## src/rtl/rr_sel_arbiter_4.sv

```systemverilog
// Four-way round-robin arbiter that drives a 4x1 mux select.
// One grant at a time, bounded hold time, one dead cycle between grants.
module rr_sel_arbiter_4 #(
  parameter int MAX_HOLD = 15
) (
  input  logic       clk,
  input  logic       rst,
  input  logic [3:0] req,
  input  logic       done,
  output logic [1:0] sel,
  output logic [3:0] gnt,
  output logic       valid
);

  localparam logic [7:0] MH = 8'(MAX_HOLD);

  typedef enum logic {
    IDLE,
    GRANT
  } state_t;

  state_t     state_q, state_d;
  logic [1:0] ptr_q, ptr_d;
  logic [1:0] sel_d;
  logic [3:0] gnt_d;
  logic       valid_d;
  logic [7:0] hold_q, hold_d;

  logic [1:0] win, idx;
  logic       found;
  logic       rel;

  // Search starts just after the last granted index and wraps.
  always_comb begin
    win   = ptr_q;
    idx   = '0;
    found = 1'b0;
    for (int k = 1; k <= 4; k++) begin
      idx = ptr_q + 2'(k);
      if (!found && req[idx]) begin
        win   = idx;
        found = 1'b1;
      end
    end
  end

  assign rel = done | ~req[sel] | (hold_q == MH);

  always_comb begin
    state_d = state_q;
    ptr_d   = ptr_q;
    sel_d   = sel;
    gnt_d   = gnt;
    valid_d = valid;
    hold_d  = hold_q;
    unique case (state_q)
      IDLE: begin
        gnt_d   = '0;
        valid_d = 1'b0;
        if (found) begin
          state_d = GRANT;
          sel_d   = win;
          gnt_d   = 4'b0001 << win;
          valid_d = 1'b1;
          hold_d  = 8'd1;
        end
      end
      GRANT: begin
        if (rel) begin
          state_d = IDLE;
          ptr_d   = sel;
          gnt_d   = '0;
          valid_d = 1'b0;
          hold_d  = '0;
        end else begin
          hold_d = hold_q + 8'd1;
        end
      end
      default: state_d = IDLE;
    endcase
  end

  always_ff @(posedge clk) begin
    if (rst) begin
      state_q <= IDLE;
      ptr_q   <= 2'b11;
      sel     <= 2'b00;
      gnt     <= 4'b0000;
      valid   <= 1'b0;
      hold_q  <= 8'd0;
    end else begin
      state_q <= state_d;
      ptr_q   <= ptr_d;
      sel     <= sel_d;
      gnt     <= gnt_d;
      valid   <= valid_d;
      hold_q  <= hold_d;
    end
  end

endmodule

```

## config.mk

```make
export PLATFORM = sky130hd
export DESIGN_NAME = rr_sel_arbiter_4
export DESIGN_NICKNAME = d
export VERILOG_FILES = /design/src/rtl/rr_sel_arbiter_4.sv
export SDC_FILE = /design/constraint.sdc
export NUM_CORES = 1
export LEC_CHECK = 0
export ABC_AREA = 1
export CAP_MARGIN = 15
export CORE_MARGIN = 1
export CORE_UTILIZATION = 55
export CTS_BUF_LIST = sky130_fd_sc_hd__clkbuf_4
export CTS_CLUSTER_DIAMETER = 150
export DETAILED_ROUTE_END_ITERATION = 10
export MAX_ROUTING_LAYER = met4
export PLACE_DENSITY = 0.79
export SLEW_MARGIN = 20
export SYNTH_ARGS = -nofsm -noshare
export SYNTH_HDL_FRONTEND = slang
export SYNTH_SLANG_ARGS = --single-unit
```

## constraint.sdc

```tcl
create_clock -name clk -period 1.8 [get_ports clk]
set_input_delay 0.45 -clock clk [delete_from_list [all_inputs] [get_ports clk]]
set_output_delay 0.45 -clock clk [all_outputs]
set_load 0.03 [all_outputs]
```

==> results of run 1 <==
-- power groups by stage --
stage	sequential (uW)	combinational (uW)	clock, uW
2_1_floorplan	707	825	0
3_3_place_gp	588	1300	0
3_5_place_dp	593	1330	0
4_1_cts	583	1320	205
5_1_grt	599	1530	227
6_report	585	1390	194
-- what timing repair did --
item                       CTS  global route
setup endpoints to repair    9            18
pin swaps                    0             6
resized for setup            3            14
hold buffers                 0             0
cloned                       0             0
buffers inserted             0             2
-- logic make-up (layout without fill, tap and decap cells) --
logic type	Yosys count	after routing	share of synthesized area [%]
xor+xnor	2	2	1.52
fa+ha+maj	1	1	1.09
buf+inv	19	45	6.95
simple gates	106	106	46.5
flops	18	18	31.3
compound gates	28	28	12.7
-- routing by layer --
layer	part of all wire [%]	vias to the layer above
li1	-	614
met2	46	25
met5	0	-
met1	50	533
met3	4.0	0
met4	0	0
-- final timing paths --
path	from	to	slack, ns	cells past startpoint
worst min-delay path	gnt[1]$_SDFFE_PP0P_	gnt[1]$_SDFFE_PP0P_	0.47	2
worst max register to register	hold_q[0]$_SDFFE_PP0P_	gnt[2]$_SDFFE_PP0P_	0.17	9
worst min register to register	gnt[1]$_SDFFE_PP0P_	gnt[1]$_SDFFE_PP0P_	0.47	2
worst max-delay path	valid$_SDFFE_PP0P_	valid	0.05	1
-- cells in the mapped netlist --
cell type	n
a21oi_1	14
buf_2	1
buf_6	1
clkbuf_1	1
dfxtp_1	18
ha_1	1
inv_1	11
inv_2	5
nand2_1	59
nand2_2	6
nand2_4	4
nand3_1	15
nand3_4	2
nand3b_1	2
nand4_1	1
nor2_1	11
nor2_2	1
nor2_4	2
nor2_8	1
nor3_1	2
o211ai_1	1
o21ai_0	10
o21ai_1	2
o21ai_2	1
xor2_1	2
-- stage by stage --
stage	hold slack, ns	instance area [um^2]
global placement	0.452	1370
detailed placement	0.462	1370
finish	0.469	1450
global route	0.491	1450
CTS	0.476	1400
floorplan	0.456	1150
-- layout make-up --
cell class | instances | area, um^2 | share of cell area, %
Sequential cell | 18 | 362 | 25.0
Clock buffer | 3 | 22.5 | 1.56
Multi-Input combinational cell | 137 | 732 | 50.6
Timing Repair Buffer | 25 | 234 | 16.2
Tap cell | 27 | 33.8 | 2.33
Inverter | 16 | 60.1 | 4.15
Clock inverter | 1 | 3.75 | 0.259
-- flip-flops by register name (all words and copies together), names as in the netlist --
register,flops
ptr_q,2
gnt,4
sel,2
state_q,1
hold_q,8
valid,1
==> flow_summary.ini, run 1 <==
[run_status]
status = complete, no violations

[clock_network]
cts-root-buf = clkbuf_4
htree_levels = 1
clock_sinks = 18
path_clk_slew_ns = 0.10
numCtsBuffers = 3
cts.path.max_buffers = 2
worstSkewPairLatency_ns = 0.29
cts_tree = yes

[synth]
syn_area_per_cell_um2 = 6.62
synth_nets = 182
synth_top_area_cell = dfxtp_1
synth_seq_cells = 18
netlist_area_um2 = 1150
synth_cells = 174
ys_warn_count = 0
synth_top_area_share_pct = 31.3
synthDistinctLibCells = 25
yosysSeqAreaShare_pct = 31.3
synthTopCellsByArea = dfxtp_1 31%, nand2_1 19%, nand3_1 6.5%

[critical_path]
arrival_ns = 1.30
crit_path_cell_trace = clkdlybuf4s50_1
max_stage_delay_ns = 0.67
crit_slowest_cell = clkdlybuf4s50_1
cp_num_buf_inv = 1
cp-start-kind = flip-flop
crit_type = reg -> out
crit_family = buffers and inverters
cp_max_fo = 2
end_kind = primary output
cp_data_required_time_ns = 1.35

[layout]
fill_cells = 180
final_common_cell = nand2_1
final_cell_mix = 55 x nand2_1, 17 x dfxtp_1, 15 x nand3_1
num_antenna_cells = 0
final_nets = 209
syn_to_final_growth_pct = 25.6
final_cells = 227
drive_gt1_share_pct = 22.5
postLayoutCoreUtil_pct = 73.8

[sta]
fmaxAchievable_ghz = 0.573
fin_crit_sh_pct = 97.0
final_max_slew_viol_count = 0
max_slew.worst_pin.slew_ns = 0.335
finalHoldViolations = 0
setup_slack_ns = 0.0534
slew_headroom_pct = 77.6
fin_crit_ns = 1.75
finalSetupViolations = 0
clock_skew_ns = 0.0104
tns_ns = 0

[placed_design]
dp_slack_ns = -0.313
dp_cells = 221
globalplace.congestion = 0.867
dp_hpwl_um = 1960
portBuffers = 13

[global_routing]
busiest_layer = met2
grt_pass1_wl_um = 3880
globalRouteMet1Util_pct = 33.3
use_met2_pct = 37.6
grt_use_total_pct = 24.7
grt_max_degree = 12
antenna_found_initial = 0
gr-total-overflow = 0
globalRouteMet3Util_pct = 6.79
grt_pass1_vias = 925

[die]
start_util_pct = 58.7
rows = 16
die_w_um = 47.8
die_y_um = 47.8
dieArea_um2 = 2280
ios = 14
core_um2 = 1960

[pwr]
total_power_uw = 2170
clkPwrFrac_pct = 9.0
vdd.ir_drop.worst_mv = 1.07
swShare_pct = 48.9
p_int_uw = 1110
p_comb_share_pct = 64.1
seqPwrFrac_pct = 27.0
powerDensity_nw_per_um2 = 1500
p_leak_uw = 0.000710
p_sw_uw = 1060

[route]
drtIter0Drc = 23
drc = 0
vias = 1172
drt_wl_total_um = 2500
routedWlPerCell_um = 11.0
drt-vias-per-instance = 5.16
first_pass_iters = 4
ant_nets = 0

[job]
drv_cap = 0

[hold_path]
hp-class = reg -> reg
Power figures use the tool's default switching activity.
==> inputs of run 2 (changes only) <==
ABC_AREA = default   (was 1)
CORE_UTILIZATION = 53   (was 55)
GPL_TIMING_DRIVEN = 0   (was default)
PLACE_DENSITY = 0.8   (was 0.79)
TNS_END_PERCENT = 10   (was default)
==> flow_summary.ini, run 2 <==
[sta]
clock_skew_ns = 0.00844
rsz0062_at_grt = no
fin_crit_sh_pct = 97.9
finalSetupViolations = 0
final_max_slew_viol_count = 0
finalHoldViolations = 0
max_slew.worst_pin.slew_ns = 0.462
fin_crit_ns = 1.76
slew_headroom_pct = 69.2
fmaxAchievable_ghz = 0.568
tns_ns = 0

[synth]
synth_edf_count = 0
synth_top_area_share_pct = 42.8
synth_seq_cells = 18
yosysSeqAreaShare_pct = 42.8
synth_nets = 112
netlist_area_um2 = 842
ys_warn_count = 0
synth_most_common_cell = dfxtp_1
synth_cells = 104
synth_common_cells = 18 x dfxtp_1, 15 x nor2_1, 11 x nand2_1, 10 x a21oi_1, 7 x nor3_1
synth-async-reset-ratio_pct = 0
synth_top_area_cell = dfxtp_1
syn_area_per_cell_um2 = 8.10
synth_flop_cell = dfxtp_1
synthTopCellsByArea = dfxtp_1 43%, nor2_1 6.7%, a21oi_1 5.9%
synthDistinctLibCells = 32

[route]
vias = 822
drc = 0
routedWlPerCell_um = 14.3
first_pass_iters = 4
drtIter0Drc = 24
ant_nets = 0
drt_wl_total_um = 1960
drt-vias-per-instance = 6.00

[die]
start_util_pct = 56.6
die_y_um = 41.9
rows = 14
ios = 14
dieArea_um2 = 1750
die_w_um = 41.9
core_um2 = 1490

[critical_path]
crit_type = reg -> out
reg2regPathDepth = 5
max_stage_delay_ns = 0.67
cp_num_cells = 1
arrival_ns = 1.31
crit_path_cell_trace = clkdlybuf4s50_1
r2r_end = gnt[2]$_SDFFE_PP0P_
crit_family = buffers and inverters
crit_slowest_cell = clkdlybuf4s50_1
cp_num_buf_inv = 1
crit_start = gnt[1]$_SDFFE_PP0P_
cp_data_required_time_ns = 1.35
end_kind = primary output
cp_max_fo = 2
rrSetupSlack_ns = 0.13
reg2reg_from = hold_q[4]$_SDFFE_PP0P_
endpoint = gnt[1]
cp-start-kind = flip-flop

[clock_network]
cts-root-buf = clkbuf_4
postCtsSetupBuffers = 0
cts.path.max_buffers = 2
cts_tree = yes
numCtsBuffers = 3
worstSkewPairLatency_ns = 0.29
clock_sinks = 18
path_clk_slew_ns = 0.10
htree_levels = 1

[placed_design]
globalplace.congestion = 0.922
dp_hpwl_um = 1330
portBuffers = 13

[job]
drv_cap = 0

[pwr]
powerDensity_nw_per_um2 = 805
vdd.ir_drop.worst_mv = 0.764
p_leak_uw = 0.000466

[layout]
regArea_um2 = 360
final_common_cell = dfxtp_1
postLayoutCoreUtil_pct = 71.3
reg.largest.list = hold_q x8, gnt x4
largest_register_ffs = 8
syn_to_final_growth_pct = 26.2
num_antenna_cells = 0
top_register = hold_q
final_cell_mix = 18 x dfxtp_1, 14 x nor2_1, 10 x nand2_1, 10 x a21oi_1, 7 x nor3_1
drive_gt1_share_pct = 9.92
multi_input_area_um2 = 494
fill_cells = 123
final_nets = 130

[global_routing]
grt_pass1_vias = 745
gr-total-overflow = 0
grt_max_degree = 11
antenna_found_initial = 0
grt_pass1_wl_um = 3140
grt_use_total_pct = 23.9

[hold_path]
hp-class = reg -> reg

[run_status]
status = complete, no violations
-- run 2: cell types whose count changed after synthesis, sizes merged, moves of 2 or more --
cell,previous run,this run
a21oi,14,10
a22oi,0,3
buf,2,0
inv,16,4
nand2,69,11
nand2b,0,5
nand3,17,3
nor3,2,7
o21ai,13,5
-- run 2: kinds of logic after synthesis --
group,Yosys count,share of synthesized area [%]
compound gates,25,18.4
mux,1,2.67
flops,18,42.8
xor+xnor,2,2.08
fa+ha+maj,1,1.49
simple gates,52,30.3
buf+inv,5,2.23
-- run 2: metal layers --
layer | vias to the layer above | global-route usage [%] | routed length, um
li1 | 408 | - | -
met4 | 0 | 7.10 | 10
met3 | 2 | 5.22 | 94
met2 | 32 | 39.1 | 946
met5 | - | - | 0
met1 | 380 | 29.5 | 909
-- run 2: worst min path at each step --
stage | from | endpoint | slack (ns) | depth (start not counted)
2_1_floorplan | hold_q[6]$_SDFFE_PP0P_ | hold_q[6]$_SDFFE_PP0P_ | 0.47 | 2
3_3_place_gp | gnt[3]$_SDFFE_PP0P_ | gnt[3]$_SDFFE_PP0P_ | 0.44 | 2
3_5_place_dp | gnt[3]$_SDFFE_PP0P_ | gnt[3]$_SDFFE_PP0P_ | 0.46 | 2
4_1_cts | gnt[3]$_SDFFE_PP0P_ | gnt[3]$_SDFFE_PP0P_ | 0.47 | 2
5_1_grt | gnt[1]$_SDFFE_PP0P_ | gnt[1]$_SDFFE_PP0P_ | 0.49 | 2
6_report | gnt[3]$_SDFFE_PP0P_ | gnt[3]$_SDFFE_PP0P_ | 0.46 | 2
-- run 2: power by group --
part	internal (uW)	switching, uW	leakage (uW)
Sequential	425	28.3	0.000147
Combinational	80.7	116	0.000304
Clock	80.7	125	0.0000154
-- run 2: area by class of cell --
class                   count  share of cell area (%)
clock inverters             1                   0.353
inverters                   4                    1.41
clock buffers               3                    2.12
flip-flops and latches     18                    33.9
multi-input cells          81                    46.5
well taps                  16                    1.88
repair buffers             13                    13.4
plain buffers               1                   0.353
-- run 2: repair_timing --
action | CTS | global route
endpoints found under the setup margin | 11 | 18
resized for setup | 5 | 9
pin swaps | 0 | 1
gates cloned | 0 | 0
hold buffers | 0 | 0
-- run 2: metrics by stage --
step / hold WS (ns) / power, uW / setup slack [ns] / instance area, um^2 / cells
2_1_floorplan: 0.471 / 574 / 0.175 / 842 / 104
3_3_place_gp: 0.443 / 643 / -0.436 / 992 / 133
3_5_place_dp: 0.459 / 648 / -0.489 / 992 / 133
4_1_cts: 0.473 / 849 / -0.0141 / 1040 / 137
5_1_grt: 0.492 / 886 / 0.00884 / 1060 / 137
6_report: 0.465 / 855 / 0.0383 / 1060 / 137
==> inputs of run 3 (changes only) <==
CORE_MARGIN = default   (was 1)
==> results of run 3 <==
No change in the layout: final DEF, timing and power equal those of run 2.
